## src/rtl/noise_lfsr_generator.sv

```systemverilog
// 15-bit Fibonacci LFSR noise source advanced by an exact fractional-rate phase accumulator.
// Optional macro NOISE_SEED_LOAD_EN adds the seed/seed_load runtime reseed ports.
module noise_lfsr_generator #(
  parameter int          BASE_SPEED = 50000000,
  parameter int          WIDTH      = 8,
  parameter logic [14:0] SEED       = 15'h0001
) (
  input  logic             clk,
  input  logic             rst,
  input  logic             en,
  input  logic [19:0]      freq,
  input  logic             mode,
`ifdef NOISE_SEED_LOAD_EN
  input  logic [14:0]      seed,
  input  logic             seed_load,
`endif
  output logic [WIDTH-1:0] out,
  output logic             valid
);

  localparam int          AW        = $clog2(BASE_SPEED) + 1;
  localparam int          SW        = ((AW > 20) ? AW : 20) + 1;
  localparam logic [SW-1:0] BASE_W  = SW'(BASE_SPEED);
  localparam logic [14:0] SEED_INIT = (SEED == 15'h0000) ? 15'h0001 : SEED;

  function automatic logic [14:0] fix_seed(input logic [14:0] s);
    return (s == 15'h0000) ? 15'h0001 : s;
  endfunction

  logic [AW-1:0] acc;
  logic [AW-1:0] acc_next;
  logic [14:0]   lfsr;
  logic [SW-1:0] sum;
  logic          tick;
  logic          fast;
  logic          fb;
  logic          load;
  logic [14:0]   load_val;

`ifdef NOISE_SEED_LOAD_EN
  assign load     = seed_load;
  assign load_val = fix_seed(seed);
`else
  assign load     = 1'b0;
  assign load_val = SEED_INIT;
`endif

  // Rate stage: sum is wide enough that acc + freq never wraps
  always_comb begin
    sum      = SW'(acc) + SW'(freq);
    fast     = (SW'(freq) >= BASE_W);
    tick     = (sum >= BASE_W);
    acc_next = AW'(sum);
    if (fast)
      acc_next = '0;
    else if (tick)
      acc_next = AW'(sum - BASE_W);
    fb = lfsr[0] ^ (mode ? lfsr[6] : lfsr[1]);
  end

  // State stage: load beats lockup recovery, which beats normal run/hold
  always_ff @(posedge clk or negedge rst) begin
    if (!rst) begin
      acc   <= '0;
      lfsr  <= SEED_INIT;
      valid <= 1'b0;
    end else if (load) begin
      acc   <= '0;
      lfsr  <= load_val;
      valid <= 1'b0;
    end else if (lfsr == 15'h0000) begin
      acc   <= en ? acc_next : '0;
      lfsr  <= 15'h0001;
      valid <= 1'b0;
    end else if (!en) begin
      acc   <= '0;
      valid <= 1'b0;
    end else begin
      acc   <= acc_next;
      valid <= tick;
      if (tick)
        lfsr <= {fb, lfsr[14:1]};
    end
  end

  assign out = lfsr[14 -: WIDTH];

endmodule

```

## config.mk

```make
export PLATFORM = sky130hd
export DESIGN_NAME = noise_lfsr_generator
export DESIGN_NICKNAME = d
export VERILOG_FILES = /design/src/rtl/noise_lfsr_generator.sv
export SDC_FILE = /design/constraint.sdc
export NUM_CORES = 1
export LEC_CHECK = 0
export BUFFER_PORTS_ARGS = -buffer_cell sky130_fd_sc_hd__buf_2
export CAP_MARGIN = 5
export CELL_PAD_IN_SITES_DETAIL_PLACEMENT = 1
export CELL_PAD_IN_SITES_GLOBAL_PLACEMENT = 1
export CORE_MARGIN = 4
export CORE_UTILIZATION = 50
export CTS_CLUSTER_SIZE = 20
export DETAILED_ROUTE_END_ITERATION = 8
export PLACE_DENSITY_LB_ADDON = 0.12
export REMOVE_ABC_BUFFERS = 1
export SLEW_MARGIN = 20
export SYNTH_ARGS = -nofsm -noshare
export SYNTH_HDL_FRONTEND = slang
export SYNTH_SLANG_ARGS = --single-unit
```

## constraint.sdc

```tcl
create_clock -name clk -period 10.8 [get_ports clk]
set_input_delay 1.08 -clock clk [delete_from_list [all_inputs] [get_ports clk]]
set_output_delay 1.08 -clock clk [all_outputs]
set_load 0.02 [all_outputs]
```

==> impl_metrics.json, run 1 <==
{
  "status": "complete, no violations",
  "cp.required_ns": 10.99,
  "die_w_um": 92.3,
  "via_count": 3073,
  "ys_top_cells_by_area": "dfrtp_1 30%, ha_1 7.4%, xnor2_1 5.2%, a21oi_1 5.1%, a21o_1 3.4%",
  "power_leakage_uw": 0.00176,
  "ys_warn_count": 0,
  "instances_no_fill": 504,
  "postCtsSetupBuffers": 0,
  "maxCapViolCount": 0,
  "r2r_setup_slack_ns": 6.53,
  "top_usage_layer": "met2",
  "fin_crit_ns": 4.77,
  "finalSetupViolCount": 0,
  "detail_route.first_pass.iterations": 4,
  "netlist_instances": 391,
  "synth_seq_cells": 43,
  "crit_path_end_kind": "flip-flop",
  "cts_num_sinks": 43,
  "clk_pin_slew_ns": 0.10,
  "synthTopCellsByCount": "42 x dfrtp_1, 36 x a21oi_1, 30 x nor2_1, 24 x nand2_1",
  "ctsHoldBuffers": 0,
  "crit_end": "lfsr[1]",
  "portBuffers": 32,
  "crit_path_start_kind": "primary input",
  "rr_endpoint": "lfsr[1]",
  "drv_slew": 0,
  "worst_path_max_delay_cell": "a21o_1",
  "clock_skew_ns": 0.0109,
  "power_density_mw_per_mm2": 240,
  "gp_congestion": 0.831,
  "cts_resized": 0,
  "start_util_pct": 52.0,
  "clock_path_buffers": 2,
  "relSlewSlack_pct": 42.2,
  "yosysSeqAreaShare_pct": 30.3,
  "critPathLaunch": "freq[0]",
  "num-fill-cells": 820,
  "cp_common_cell": "a21o_1",
  "drive_gt1_share_pct": 16.7,
  "syn2layout_area_growth_pct": 8.18,
  "cts_root_buf": "clkbuf_8",
  "grt_pass1_wl_mm": 15.7,
  "hold_class": "flip-flop to flip-flop",
  "synth_flop_cell": "dfrtp_1",
  "grt_use_met3_pct": 2.87,
  "ir_worst_vdd_v": 0.0000863,
  "crit_chain": "buf_2 > ha_1 > fa_1 > a21o_1 > a221oi_2 > nor3_1 > o31a_1 > or3_1 > a22o_1 > o2111ai_4 > a21o_1 > mux2_2",
  "dieArea_mm2": 0.00851,
  "core_area_mm2": 0.00683,
  "grt_overflow": 0,
  "die_h_um": 92.3,
  "synth.most_common_cell": "dfrtp_1",
  "crit_arrival_ns": 4.97,
  "ys_async_sr_fraction_pct": 100,
  "insertion_delay_ns": 0.31,
  "hpwl_mm": 7.28,
  "first_global_vias": 3125,
  "tightest_slew_ns": 0.866,
  "antennaDiodeCount": 0,
  "slowest_delay_ns": 0.65,
  "wl_per_cell_um": 18.6,
  "nets": 453,
  "fin_crit_sh_pct": 44.2,
  "fmax_mhz": 209,
  "grt_antenna_before_repair": 0,
  "detail-route-antenna-nets": 0,
  "drt_iter0_drc": 97,
  "pre_cts_ws_ns": 5.71,
  "drcViolationCount": 0,
  "worstReg2RegStart": "acc[0]",
  "dp_cells": 495,
  "ctsHtreeMaxLevel": 2,
  "synth_cell_types": 62,
  "groute.usage.overall_pct": 23.0,
  "finalHoldViolations": 0,
  "io_pins": 33,
  "rows": 30,
  "reg2reg_depth": 11,
  "crit_fanout": 17,
  "syn_avg_cell_area_um2": 9.08,
  "cts_buffers": 5,
  "synth_top_area_cell": "dfrtp_1",
  "synth_top_area_share_pct": 29.6,
  "routed_via_density": 6.10,
  "synth_edf_count": 0,
  "setup_ws_ns": 6.03,
  "use_met1_pct": 32.6,
  "tns_ns": 0,
  "drt-total-wl_mm": 9.39,
  "synth_area_mm2": 0.00355,
  "tritoncts": "done",
  "grt_max_degree": 44,
  "crit_type": "primary input to flip-flop",
  "use_met2_pct": 37.8,
  "rsz0062_at_grt": "no"
}
-- area by class of cell --
class | count | area, µm² | area share (%)
Multi-Input combinational cell | 312 | 2270 | 59.0
Timing Repair Buffer | 34 | 195 | 5.08
Inverter | 11 | 41.3 | 1.08
Sequential cell | 43 | 1080 | 28.1
Clock inverter | 3 | 71.3 | 1.86
Clock buffer | 5 | 68.8 | 1.79
Tap cell | 96 | 120 | 3.13
-- where the power goes --
part	internal [µW]	switching, µW	total (µW)
clock network	94.0	66.4	160
registers	190	13.8	204
logic	205	353	558
total	489	433	922
-- through the flow --
| stage | instance area [µm²] | util [%] | power [µW] | hold slack (ns) |
|---|---|---|---|---|
| global placement | 3670 | 53.8 | 739 | 0.485 |
| floorplan | 3380 | - | 620 | 0.478 |
| detailed placement | 3670 | 53.8 | 751 | 0.512 |
| global route | 3840 | 56.2 | 991 | 0.559 |
| CTS | 3810 | 55.8 | 920 | 0.521 |
| finish | 3840 | 56.2 | 922 | 0.521 |
-- worst min path at each step --
stage	depth (start not counted)	slack, ns	from	end
2_1_floorplan	2	0.48	lfsr[0]	lfsr[0]
3_3_place_gp	2	0.48	lfsr[0]	lfsr[0]
3_5_place_dp	2	0.51	lfsr[0]	lfsr[0]
4_1_cts	2	0.52	lfsr[0]	lfsr[0]
5_1_grt	2	0.56	acc[26]	acc[26]
6_report	2	0.52	lfsr[0]	lfsr[0]
-- cell families after synthesis --
family          after synthesis  synth area share [%]
fa+ha+maj                    22                  7.97
mux                          15                  5.36
compound gates              119                  23.8
buf+inv                      36                  5.82
flops                        43                  30.3
xor+xnor                     34                  8.60
simple gates                122                  18.2
-- flip-flops by register name, indices dropped and copies added, names as in the netlist --
| name | count |
|---|---|
| lfsr | 15 |
| valid | 1 |
| acc | 27 |
-- critical path, delay by kind of cell --
kind,cells,cell delay (ns)
AND/OR/NAND/NOR,2,0.48
AO/OA/AOI/OAI,6,2.24
multiplexers,1,0.41
buffers and inverters,1,0.10
adder cells (fa/ha/maj),2,0.64
-- per-layer routing --
layer	vias up	wire, µm	share of wire (%)
met3	7	282	3.0
li1	1481	-	-
met4	0	86	0.92
met2	47	4480	48
met1	1538	4540	48
met5	-	0	0
-- placed cells by master (no fill, tap or decap), types with 8 or more instances in the layout --
| master | instances |
|---|---|
| a211oi_1 | 13 |
| a21o_1 | 16 |
| a21oi_1 | 36 |
| buf_2 | 32 |
| dfrtp_1 | 42 |
| ha_1 | 21 |
| inv_1 | 11 |
| mux2_2 | 8 |
| nand2_1 | 24 |
| nand3_1 | 11 |
| nand4_1 | 11 |
| nor2_1 | 30 |
| nor3_1 | 9 |
| o21ai_0 | 14 |
| xnor2_1 | 21 |
| xor2_1 | 12 |
Power figures use the tool's default switching activity.
==> inputs of run 2 (changes only) <==
--- a/config.mk
+++ b/config.mk
@@ -10,7 +10,7 @@
 export CELL_PAD_IN_SITES_DETAIL_PLACEMENT = 1
 export CELL_PAD_IN_SITES_GLOBAL_PLACEMENT = 1
 export CORE_MARGIN = 4
-export CORE_UTILIZATION = 50
+export CORE_UTILIZATION = 42
 export CTS_CLUSTER_SIZE = 20
 export DETAILED_ROUTE_END_ITERATION = 8
 export PLACE_DENSITY_LB_ADDON = 0.12
==> constraint.sdc (replaced) <==
create_clock -name clk -period 3.9 [get_ports clk]
set_input_delay 0.39 -clock clk [delete_from_list [all_inputs] [get_ports clk]]
set_output_delay 0.39 -clock clk [all_outputs]
set_load 0.02 [all_outputs]
==> run 2 against run 1 <==
Compared with the run above:
- clock power up 130%
- sequential share of layout area down 1.1 points
- critical endpoint is now acc[14]
- die area up 17%
==> impl_metrics.json, run 2 (same netlist as run 1, synthesis figures left out) <==
{
  "reg_top3": "acc (27), lfsr (15), valid (1)",
  "crit_path_end_kind": "flip-flop",
  "finalSetupViolCount": 0,
  "core_area_mm2": 0.00822,
  "crit_fanout": 15,
  "fin_crit_ns": 3.76,
  "largest-register": "acc",
  "grt_pass1_wl_mm": 16.6,
  "maxCapViolCount": 0,
  "crit_path_start_kind": "flip-flop",
  "cts_root_buf": "clkbuf_8",
  "status": "complete, no violations",
  "internal_power_uw": 1420,
  "drt-total-wl_mm": 9.99,
  "num-fill-cells": 960,
  "p_sw_uw": 1260,
  "hpwl_mm": 7.77,
  "cts_num_sinks": 43,
  "finish.utilization_pct": 48.7,
  "drt_iter0_drc": 95,
  "pre_cts_ws_ns": 0.0361,
  "clk_pin_slew_ns": 0.09,
  "routed_via_density": 5.81,
  "grt_overflow": 0,
  "grt_max_degree": 44,
  "fmax_mhz": 266,
  "placed_cell_area_mm2": 0.00384,
  "nets": 471,
  "groute.usage.overall_pct": 20.9,
  "tritoncts": "done",
  "tightest_slew_ns": 0.741,
  "setup_ws_ns": 0.136,
  "clock_path_buffers": 2,
  "detail_route.first_pass.iterations": 4,
  "clock_skew_ns": 0.00732,
  "rows": 33,
  "antennaDiodeCount": 0,
  "wl_per_cell_um": 18.8,
  "fin_crit_sh_pct": 96.5,
  "ctsHtreeMaxLevel": 2,
  "p_clk_share_pct": 13.9,
  "holdWs_ns": 0.0699,
  "grt_antenna_before_repair": 0,
  "hold_class": "primary input to asynchronous set/reset pin",
  "switching_share_pct": 47.0,
  "portBuffers": 32,
  "finalHoldViolations": 0,
  "cts_buffers": 5,
  "rsz0062_at_grt": "yes",
  "p_comb_share_pct": 65.1,
  "cp.required_ns": 4.09,
  "die_w_um": 99.9,
  "final_common_cell": "dfrtp_1",
  "drcViolationCount": 0,
  "io_pins": 33,
  "tns_ns": 0,
  "largest_reg_flops": 27,
  "first_global_vias": 3251,
  "drv_slew": 0,
  "drive_gt1_share_pct": 21.6,
  "relSlewSlack_pct": 50.3,
  "start_util_pct": 43.2,
  "stdcell_area_mm2": 0.00400,
  "die_h_um": 99.9,
  "ir_worst_vdd_v": 0.000221,
  "power_leakage_uw": 0.00184,
  "power_density_mw_per_mm2": 670,
  "detail-route-antenna-nets": 0,
  "layout_common_cells": "42 x dfrtp_1, 36 x a21oi_1, 31 x buf_2, 30 x nor2_1, 24 x nand2_1",
  "crit_type": "flip-flop to flip-flop",
  "crit_arrival_ns": 3.95,
  "gp_congestion": 0.890,
  "syn2layout_area_growth_pct": 12.7,
  "dieArea_mm2": 0.00999,
  "insertion_delay_ns": 0.31,
  "via_count": 3083,
  "power_frac_seq_pct": 21.0
}
-- run 2: layout make-up --
| type | count | area [µm²] | share of cell area, % |
|---|---|---|---|
| clock buffer | 5 | 68.8 | 1.72 |
| clock inverter | 3 | 47.5 | 1.19 |
| inverter | 11 | 41.3 | 1.03 |
| multi-input combinational | 312 | 2310 | 57.7 |
| sequential | 43 | 1080 | 26.9 |
| tap | 105 | 131 | 3.28 |
| timing repair buffer | 52 | 325 | 8.13 |
-- run 2: per-layer routing --
layer | vias up | wire [µm] | global-route usage [%]
met2 | 37 | 4910 | 36.3
li1 | 1509 | - | -
met1 | 1528 | 4710 | 27.5
met5 | - | 0 | 0
met3 | 9 | 248 | 2.99
met4 | 0 | 116 | 5.04
-- run 2: path summary, 6_finish.rpt --
kind / startpoint / end / slack (ns) / cells past startpoint
worst min-delay path: rst / acc[5] / 0.07 / 1
max in group asynchronous: rst / acc[20] / 3.43 / 1
worst min register to register: lfsr[0] / lfsr[0] / 0.52 / 2
min in group clk: en / acc[25] / 0.38 / 2
worst max-delay path: acc[0] / acc[14] / 0.14 / 13
worst max register to register: acc[0] / acc[14] / 0.14 / 13
-- run 2: stage by stage --
step	std cells	power [µW]
2_1_floorplan	366	1720
3_3_place_gp	523	2220
3_5_place_dp	523	2240
4_1_cts	531	2650
5_1_grt	531	2900
6_report	531	2680
-- run 2: worst max-delay path, stage by stage (launching register included) --
cell and delay, ns:
dfrtp_1 0.38, ha_1 0.23, fa_1 0.43, a21o_1 0.24
a221oi_2 0.35, o21ai_0 0.19, xnor2_1 0.22, o2111a_1 0.24
nor4b_4 0.37, o2111ai_4 0.14, buf_4 0.22, a211oi_1 0.37
xnor2_1 0.19, nor2_1 0.07
-- run 2: repair_timing --
item                                    4_1_cts  5_1_grt
gates resized for setup                       0        8
hold buffers                                  0        0
setup buffers                                 0        0
endpoints found under the setup margin        0       20
-- run 2: power groups by stage --
stage / logic, µW / registers [µW] / clock network (µW)
after CTS: 1690 / 565 / 388
after detailed placement: 1670 / 573 / 0
after global routing: 1920 / 571 / 408
after global placement: 1650 / 571 / 0
final: 1740 / 563 / 373
after floorplan: 1160 / 560 / 0
